### config.mk
export PLATFORM = sky130hd
export DESIGN_NAME = regfile_wb_arbiter
export DESIGN_NICKNAME = d
export VERILOG_FILES = /design/src/rtl/rv_pkg.sv /design/src/rtl/wb_fifo.sv /design/src/rtl/regfile_wb_arbiter.sv
export SDC_FILE = /design/constraint.sdc
export NUM_CORES = 1
export LEC_CHECK = 0
export ABC_AREA = 0
export CAP_MARGIN = 10
export CORE_ASPECT_RATIO = 1.1
export CORE_MARGIN = 5
export CORE_UTILIZATION = 45
export CTS_CLUSTER_SIZE = 16
export DETAILED_ROUTE_END_ITERATION = 10
export GPL_ROUTABILITY_DRIVEN = 1
export PLACE_DENSITY_LB_ADDON = 0.3
export SLEW_MARGIN = 20
export SYNTH_ARGS = -nofsm -noshare
export SYNTH_HDL_FRONTEND = slang
export SYNTH_SLANG_ARGS = --single-unit
export TNS_END_PERCENT = 100
### constraint.sdc
create_clock -name clk -period 3.35 [get_ports clk]
set_clock_uncertainty 0.2 [all_clocks]
set_input_delay 0.5025 -clock clk [delete_from_list [all_inputs] [get_ports clk]]
set_output_delay 0.5025 -clock clk [all_outputs]
set_load 0.005 [all_outputs]
### src/rtl/rv_pkg.sv
// Shared register-file constants and a small decode helper for the
// writeback arbiter.
package rv_pkg;

  localparam int                XLEN     = 32;
  localparam int                REG_AW   = 5;
  localparam int                NUM_REGS = 32;
  localparam logic [REG_AW-1:0] REG_ZERO = 5'd0;

  function automatic logic [NUM_REGS-1:0] rd_onehot(input logic [REG_AW-1:0] rd);
    logic [NUM_REGS-1:0] v;
    v     = '0;
    v[rd] = 1'b1;
    return v;
  endfunction

endpackage

### src/rtl/wb_fifo.sv
// In-order synchronous FIFO for LLU results; DEPTH must be a power of two
// so pointers wrap naturally.
module wb_fifo #(
  parameter int DEPTH = 2,
  parameter int W     = 37
) (
  input  logic                         clk,
  input  logic                         rst,
  input  logic                         push,
  input  logic                         pop,
  input  logic [W-1:0]                 wdata,
  output logic [W-1:0]                 rdata,
  output logic [$clog2(DEPTH+1)-1:0]   count,
  output logic                         full,
  output logic                         empty
);

  localparam int PW = (DEPTH > 1) ? $clog2(DEPTH) : 1;
  localparam int CW = $clog2(DEPTH+1);

  logic [DEPTH-1:0][W-1:0] mem_q;
  logic [PW-1:0]           wr_ptr_q, rd_ptr_q;
  logic [CW-1:0]           count_q;
  logic                    do_push, do_pop;

  assign full    = (count_q == CW'(DEPTH));
  assign empty   = (count_q == '0);
  assign do_push = push & ~full;
  assign do_pop  = pop & ~empty;
  assign rdata   = mem_q[rd_ptr_q];
  assign count   = count_q;

  always_ff @(posedge clk) begin
    if (rst) begin
      wr_ptr_q <= '0;
      rd_ptr_q <= '0;
      count_q  <= '0;
    end else begin
      if (do_push) begin
        mem_q[wr_ptr_q] <= wdata;
        wr_ptr_q        <= wr_ptr_q + PW'(1);
      end
      if (do_pop) rd_ptr_q <= rd_ptr_q + PW'(1);
      case ({do_push, do_pop})
        2'b10:   count_q <= count_q + CW'(1);
        2'b01:   count_q <= count_q - CW'(1);
        default: count_q <= count_q;
      endcase
    end
  end

endmodule

### src/rtl/regfile_wb_arbiter.sv
// Shares the register file write port between the WB stage (priority) and
// buffered LLU results; tracks LLU destinations and guards against starvation.
module regfile_wb_arbiter
  import rv_pkg::*;
#(
  parameter int XLEN         = rv_pkg::XLEN,
  parameter int DEPTH        = 2,
  parameter int STARVE_LIMIT = 4
) (
  input  logic                        clk,
  input  logic                        rst,
  input  logic                        wb_we,
  input  logic [REG_AW-1:0]           wb_rd,
  input  logic [XLEN-1:0]             wb_data,
  input  logic                        llu_valid,
  input  logic [REG_AW-1:0]           llu_rd,
  input  logic [XLEN-1:0]             llu_data,
  output logic                        llu_ready,
  input  logic                        issue_valid,
  input  logic [REG_AW-1:0]           issue_rd,
  input  logic [REG_AW-1:0]           rs1,
  input  logic [REG_AW-1:0]           rs2,
  input  logic [REG_AW-1:0]           dec_rd,
  output logic                        hazard,
  output logic                        stall_o,
  output logic                        rf_we,
  output logic [REG_AW-1:0]           rf_a3,
  output logic [XLEN-1:0]             rf_wd3,
  output logic [$clog2(DEPTH+1)-1:0]  fifo_count
);

  localparam int SW = $clog2(STARVE_LIMIT+1);
  localparam int EW = REG_AW + XLEN;

  logic [NUM_REGS-1:0] busy_q, busy_d;
  logic [SW-1:0]       starve_q, starve_d;
  logic [EW-1:0]       head;
  logic [REG_AW-1:0]   head_rd;
  logic [XLEN-1:0]     head_data;
  logic                fifo_full, fifo_empty;
  logic                push, wb_sel, drain;

  // rd=0 results are acknowledged but never stored
  assign push   = llu_valid & llu_ready & (llu_rd != REG_ZERO);
  assign wb_sel = wb_we & (wb_rd != REG_ZERO);
  assign drain  = ~rst & ~wb_sel & ~fifo_empty;

  wb_fifo #(.DEPTH(DEPTH), .W(EW)) u_fifo (
    .clk   (clk),
    .rst   (rst),
    .push  (push),
    .pop   (drain),
    .wdata ({llu_rd, llu_data}),
    .rdata (head),
    .count (fifo_count),
    .full  (fifo_full),
    .empty (fifo_empty)
  );

  assign head_rd   = head[EW-1:XLEN];
  assign head_data = head[XLEN-1:0];
  assign llu_ready = ~rst & ~fifo_full;

  always_comb begin
    rf_we  = 1'b0;
    rf_a3  = '0;
    rf_wd3 = '0;
    if (wb_sel && !rst) begin
      rf_we  = 1'b1;
      rf_a3  = wb_rd;
      rf_wd3 = wb_data;
    end else if (drain) begin
      rf_we  = 1'b1;
      rf_a3  = head_rd;
      rf_wd3 = head_data;
    end
  end

  // set after clear so a same-cycle issue to the draining rd stays busy
  always_comb begin
    busy_d = busy_q;
    if (drain) busy_d = busy_d & ~rd_onehot(head_rd);
    if (issue_valid && issue_rd != REG_ZERO) busy_d = busy_d | rd_onehot(issue_rd);
    busy_d[0] = 1'b0;
  end

  always_comb begin
    starve_d = starve_q;
    if (fifo_empty || drain)               starve_d = '0;
    else if (starve_q != SW'(STARVE_LIMIT)) starve_d = starve_q + SW'(1);
  end

  always_ff @(posedge clk) begin
    if (rst) begin
      busy_q   <= '0;
      starve_q <= '0;
    end else begin
      busy_q   <= busy_d;
      starve_q <= starve_d;
    end
  end

  assign hazard  = ~rst & (busy_q[rs1] | busy_q[rs2] | busy_q[dec_rd]);
  assign stall_o = ~rst & (starve_q == SW'(STARVE_LIMIT));

endmodule

Word level (Yosys, flattened, before mapping)
Index checks and enable logic that the tools add are counted.

word-level totals
  bits in registers = 113
  input bits = 99
  output and inout port bits = 43
  logic and storage cells = 85

cells by class
  muxes and demuxes = 24
  add/sub/neg operators = 5
  bitwise gates (word level) = 19
  equality and inequality tests = 5
  reductions and logical operators = 14
  order comparisons = 10

operators with widths
  kind                                                                          count
  32-bit 2-to-1 mux                                                             4
  37-bit 2-to-1 mux                                                             3
  74-bit bitwise mux                                                            1
  37-bit demux with 1-bit select                                                1
  32-bit AND                                                                    1
  32-bit inverter                                                               1
  32-bit bitwise OR                                                             1
  5-bit by 6-bit less-than comparator with 1-bit output, second input constant  5
  1-bit binary-select mux with 5-bit select                                     3
  5-bit nonzero test                                                            3
  1-bit AND                                                                     10
  1-bit demux with 5-bit select                                                 2
  5-bit by 1-bit >= comparator with 1-bit output, second input constant         2
  5-bit 2-to-1 mux                                                              2
  1-bit 2-to-1 mux                                                              7
  1-bit logical AND                                                             5
  2-bit == test, second input constant                                          2
  1-bit by 2-bit less-than comparator with 1-bit output, second input constant  2
  1-bit inverter                                                                4
  2-bit case mux with 2 select lines                                            1
  3-bit by 1-bit adder with 3-bit output, second input constant                 1
  3-bit == test, second input constant                                          1
  3-bit inequality test, second input constant                                  1
  1-bit adder, second input constant                                            2
  other kinds (11)                                                              12

Longest topological paths before layout
  depth in word-level cells = 11
  gate-level depth with buffers = 10
  depth with buffers taken out = 8

Modules after synthesis
From an unflattened synthesis, not the netlist that was laid out.

second synthesis, totals
  cell total of the unflattened synthesis = 453
  area total of the unflattened synthesis = 5594.1 µm²

modules (own cells, without submodules)
  module              cells each  sequential area each (µm²)  times used  area an instance (µm²)
  wb_fifo             138         2302.2                      1           2857.7
  regfile_wb_arbiter  315         680.7                       1           2736.4

Least setup slack after synthesis
Ideal clock, no wire load.

  path kind = input port to flip-flop
  from = in rst
  to = reg u_fifo.mem_q[0] (netlist name), enable pin
  stages on the path = 4
  setup slack = 107 ps
  data required time = 2719 ps
  setup time = 431 ps
  data arrival time = 2612 ps
  cells stage by stage = clkbuf_1 > a21oi_1 > o211ai_1 > nor2_1

on the way
  cells in the longest elaborated chain, start to end = 6

RTL lines
  element                               RTL line                  source
  start, declared                       regfile_wb_arbiter.sv:11  input logic rst,
  1-bit inverter (no source line)       --
  1-bit AND                             regfile_wb_arbiter.sv:62  assign llu_ready = ~rst & ~fifo_full;
  net llu_ready                         regfile_wb_arbiter.sv:18  output logic llu_ready,
  1-bit AND (2 in a row)                regfile_wb_arbiter.sv:44  assign push = llu_valid & llu_ready & (llu_rd != REG_ZERO);
  1-bit AND                             wb_fifo.sv:28             assign do_push = push & ~full;
  2-bit AND reduction (no source line)  --
  end signal, assigned by index         wb_fifo.sv:40             mem_q[wr_ptr_q] <= wdata;
  end, declared                         wb_fifo.sv:21             logic [DEPTH-1:0][W-1:0] mem_q;

The timed path passes the listed nets, and every way through them passes these cells.
A chain may end at the register's enable or synchronous reset.

Worst setup path in the final report
  from = in wb_rd[1]
  to = out rf_wd3[23]

on the way
  cells in the longest elaborated chain, start to end = 7
  elaborated cells on any way between the ends = 8
  classes of those cells = mux: 2; bitwise: 4; reduce/logical: 2

RTL lines
  element                 RTL line                  source
  start, declared         regfile_wb_arbiter.sv:13  input logic [REG_AW-1:0] wb_rd,
  5-bit nonzero test (*)  regfile_wb_arbiter.sv:45  assign wb_sel = wb_we & (wb_rd != REG_ZERO);
  1-bit AND (*)           regfile_wb_arbiter.sv:45
  1-bit inverter          regfile_wb_arbiter.sv:46  assign drain = ~rst & ~wb_sel & ~fifo_empty;
  1-bit AND (2 in a row)  regfile_wb_arbiter.sv:46
  32-bit 2-to-1 mux       regfile_wb_arbiter.sv:72  end else if (drain) begin
  32-bit 2-to-1 mux (*)   regfile_wb_arbiter.sv:68  if (wb_sel && !rst) begin
  end, declared           regfile_wb_arbiter.sv:28  output logic [XLEN-1:0] rf_wd3,

Every way passes the cells marked *; elsewhere a longest branch is shown, timed or not.

==> metrics <==
total power=around 3200 uW; Initial Util=between 40% and 50%; Mapped Area=0.00551 mm2; drt total wl=15000 um; first-pass GRT wire length=around 23000 um; Tcrit/Tclk final=a little over nine tenths; worst setup margin=between 70 and 80 ps; hold path endpoint=u_fifo.count[1]; Finished Layout Cells=799; Crit-path slowest cell=or4_4; hold crit path type=reg2reg; H-tree levels=3; Worst-path clk slew=~70 ps; final hold vios=0; Slew HR=between 40 and 50%; HPWL Detailed=~12000 um; Mapped Avg Cell Area=11.4 um2; routed via count divided by cell count=5.62; met3 Resource Use GR=under 10%; met2 Resource Use GR=a little over a third; busiest layer in global routing=met2; DP Worst Slack=-214 ps; worst reg2reg startpoint=u_fifo.count[0]; WP data required=about 2700 ps; CTS tree=done; Die Y=126 um; antenna violations before repair=0; HP Start=u_fifo.count[1]; Global Route Usage Sum=between 20% and 30%; CP arrival=around 2600 ps; Fmax=around 310 MHz; register area share after synthesis=54.1%; DR DRC count=0; CP Capture Type=output port; vias post-DR=roughly 4.5k; Mapped Cells=between 400 and 500; largest net degree at the start of global routing=39; slowest stage delay, CP=between 500 and 600 ps; Initial DRT Pass Iterations=5; minimum clock period=around 3300 ps; critical path fanouts, max=13; CP Class=in2out; worst r2r path cells=8; CTS sink count=between 100 and 150; core area=between 0.01 and 0.015 mm2; gpl congestion=~0.92; Power Dens Cells=approximately 420 mW/mm2; Ports=roughly 140; DRT iter0 DRCs=between 200 and 250; layout cells sized above 1=between 10 and 15%; Die ar.=0.0146 mm2; count of different cell masters after synthesis=40; antenna cells=0; vias in the first global route=roughly 4.7k; leakage power=~0.0028 uW; Post-Place Cells=approximately 780; I/O Buffers=141; Area Growth Syn to Fin=38.7%; cell family with most CP delay=buffers and inverters; YS warnings=0; Max Slew Vio Count=0; Die X=approximately 120 um; Post-Syn Nets=approximately 600; max-capacitance violation count=0; routing usage on met1=between 20 and 25%; Buf/Inv on CP=5; TNS Setup=0 ps; peak supply drop=roughly 0.3 mV; clk_lat worst skew=around 340 ps; final hold slack=between 300 and 400 ps; clk buf depth=2; register bit count reported by yosys=approximately 110; Routed Antenna Nets=0; clk root buf=clkbuf_16; worst path cell trace=clkdlybuf4s50_1 -> or4_4 -> o21ai_4 -> buf_6 -> nor2_4 -> buf_12 -> buf_4 -> nand2_1 -> o21ai_0 -> dlygate4sd2_1; Nets=around 740; DR WL/cell=18.8 um; Setup-failing EPs final=0; reg2reg setup slack=1050 ps; FF-to-FF End=u_fifo.count[1]; CTS Buf Count=9; # rows=between 40 and 50; Tightest Pin Transition=approximately 900 ps; total gr overflow=0; status=finished, final reports clean; hold path depth=2; CP Launch Type=input port
-- power by group --
part           switching, uW  internal (uW)  leakage, uW  total, uW
combinational            229            274      0.00167        503
sequential              31.0           1530     0.000986       1560
clock                    465            656     0.000150       1120
total                    725           2460      0.00281       3180
-- final cells by class --
type,instances,area (um2)
flip-flops and latches,112,2980
inverters,7,26.3
clock inverters,5,81.3
clock buffers,11,233
multi-input cells,337,2390
well taps,154,193
repair buffers,173,1730
fillers,923,4390
-- Yosys cell counts --
cell       count  area [um2]
buf_2          9        45.0
xnor2_1        3        26.3
buf_4          2        15.0
nand3b_1       4        30.0
o22ai_1        1        6.26
a21oi_1       37         185
buf_6          3        33.8
a22oi_1        1        7.51
a2111oi_2      1        15.0
clkbuf_1      11        41.3
ha_1           3        37.5
mux4_1         7         184
mux4_2        15         338
nand2_1       79         297
dfxtp_1       38         761
nor2_1        21        78.8
nor2b_1        7        43.8
buf_1          3        11.3
nor4_1         2        12.5
or3_1          1        6.26
a32oi_1        2        17.5
mux2i_1       47         470
o211ai_1       1        7.51
or4_1          2        15.0
a41oi_1        1        8.76
a2111o_1       1        11.3
and2_1         2        12.5
nor3b_1        2        15.0
nand2b_1       4        25.0
nor3_1         7        35.0
o21ai_1        3        15.0
mux2_2         2        22.5
edfxtp_1      74        2220
inv_1          7        26.3
xor2_1         2        17.5
nand4_1        8        50.1
o21ai_0       68         340
or2_2          1        6.26
o21ai_2        1        8.76
a221oi_1       1        8.76
-- what timing repair did --
action	in CTS	in global routing
buffers inserted	1	4
hold buffers	0	0
gates resized for setup	38	16
endpoints found under the setup margin	37	11
pin swaps	3	3
-- worst max path at each step --
stage              start         endpoint  slack [ps]  cells past startpoint
6_report        wb_rd[1]       rf_wd3[23]          70                     10
5_1_grt         wb_rd[2]       rf_wd3[23]         -10                     10
4_1_cts         wb_rd[1]       rf_wd3[12]         -10                      9
3_5_place_dp      rs1[0]           hazard        -210                      6
3_3_place_gp   dec_rd[0]           hazard        -180                      8
2_1_floorplan        rst  u_fifo.mem_q[0]         110                      4
-- registers in the layout (all words and copies together), names as in the netlist --
name / flops
starve_q: 3
busy_q: 31
u_fifo.mem_q: 74
u_fifo.count: 2
u_fifo.wr_ptr_q: 1
u_fifo.rd_ptr_q: 1
-- metal layers --
metal / routed length, um / up-vias / share of wire, %
met3: 1340 / 21 / 9.0
met2: 7750 / 203 / 52
met1: 5580 / 2139 / 37
met5: 0 / - / 0
li1: - / 2127 / -
met4: 310 / 0 / 2.1
-- worst register-to-register path: cells and delay by family, from the launching register on --
| family | cells | cell delay, ps |
|---|---|---|
| flops | 1 | 370 |
| fa+ha+maj | 1 | 320 |
| compound gates | 1 | 140 |
| simple gates | 4 | 980 |
| buf+inv | 2 | 240 |
-- layout by cell type (no fill, tap or decap), types with 9 or more instances in the layout --
cell,netlist,routed
buf_4,2,22
dfxtp_1,38,37
dlygate4sd2_1,0,28
o21ai_0,68,63
edfxtp_1,74,74
clkdlybuf4s50_1,0,102
mux2i_1,47,47
nand2_1,79,78
dlymetal6s2s_1,0,9
clkbuf_16,0,9
mux4_2,15,15
nor2_1,21,18
a21oi_1,37,37
-- cell families (layout without fill, tap and decap cells) --
kind of cell / Yosys count / count (layout) / share of synthesized area, %
mux: 71 / 71 / 18.4
flops: 112 / 112 / 54.1
fa+ha+maj: 3 / 3 / 0.681
compound gates: 118 / 118 / 11.5
simple gates: 140 / 140 / 11.4
buf+inv: 35 / 196 / 3.13
xor+xnor: 5 / 5 / 0.795
-- metrics by stage --
step	utilization (%)	area (um2)
floorplan	-	5510
global placement	60.5	7280
detailed placement	60.5	7280
CTS	63.0	7580
global route	63.5	7640
finish	63.5	7640
(Power assumes the default switching activity.)
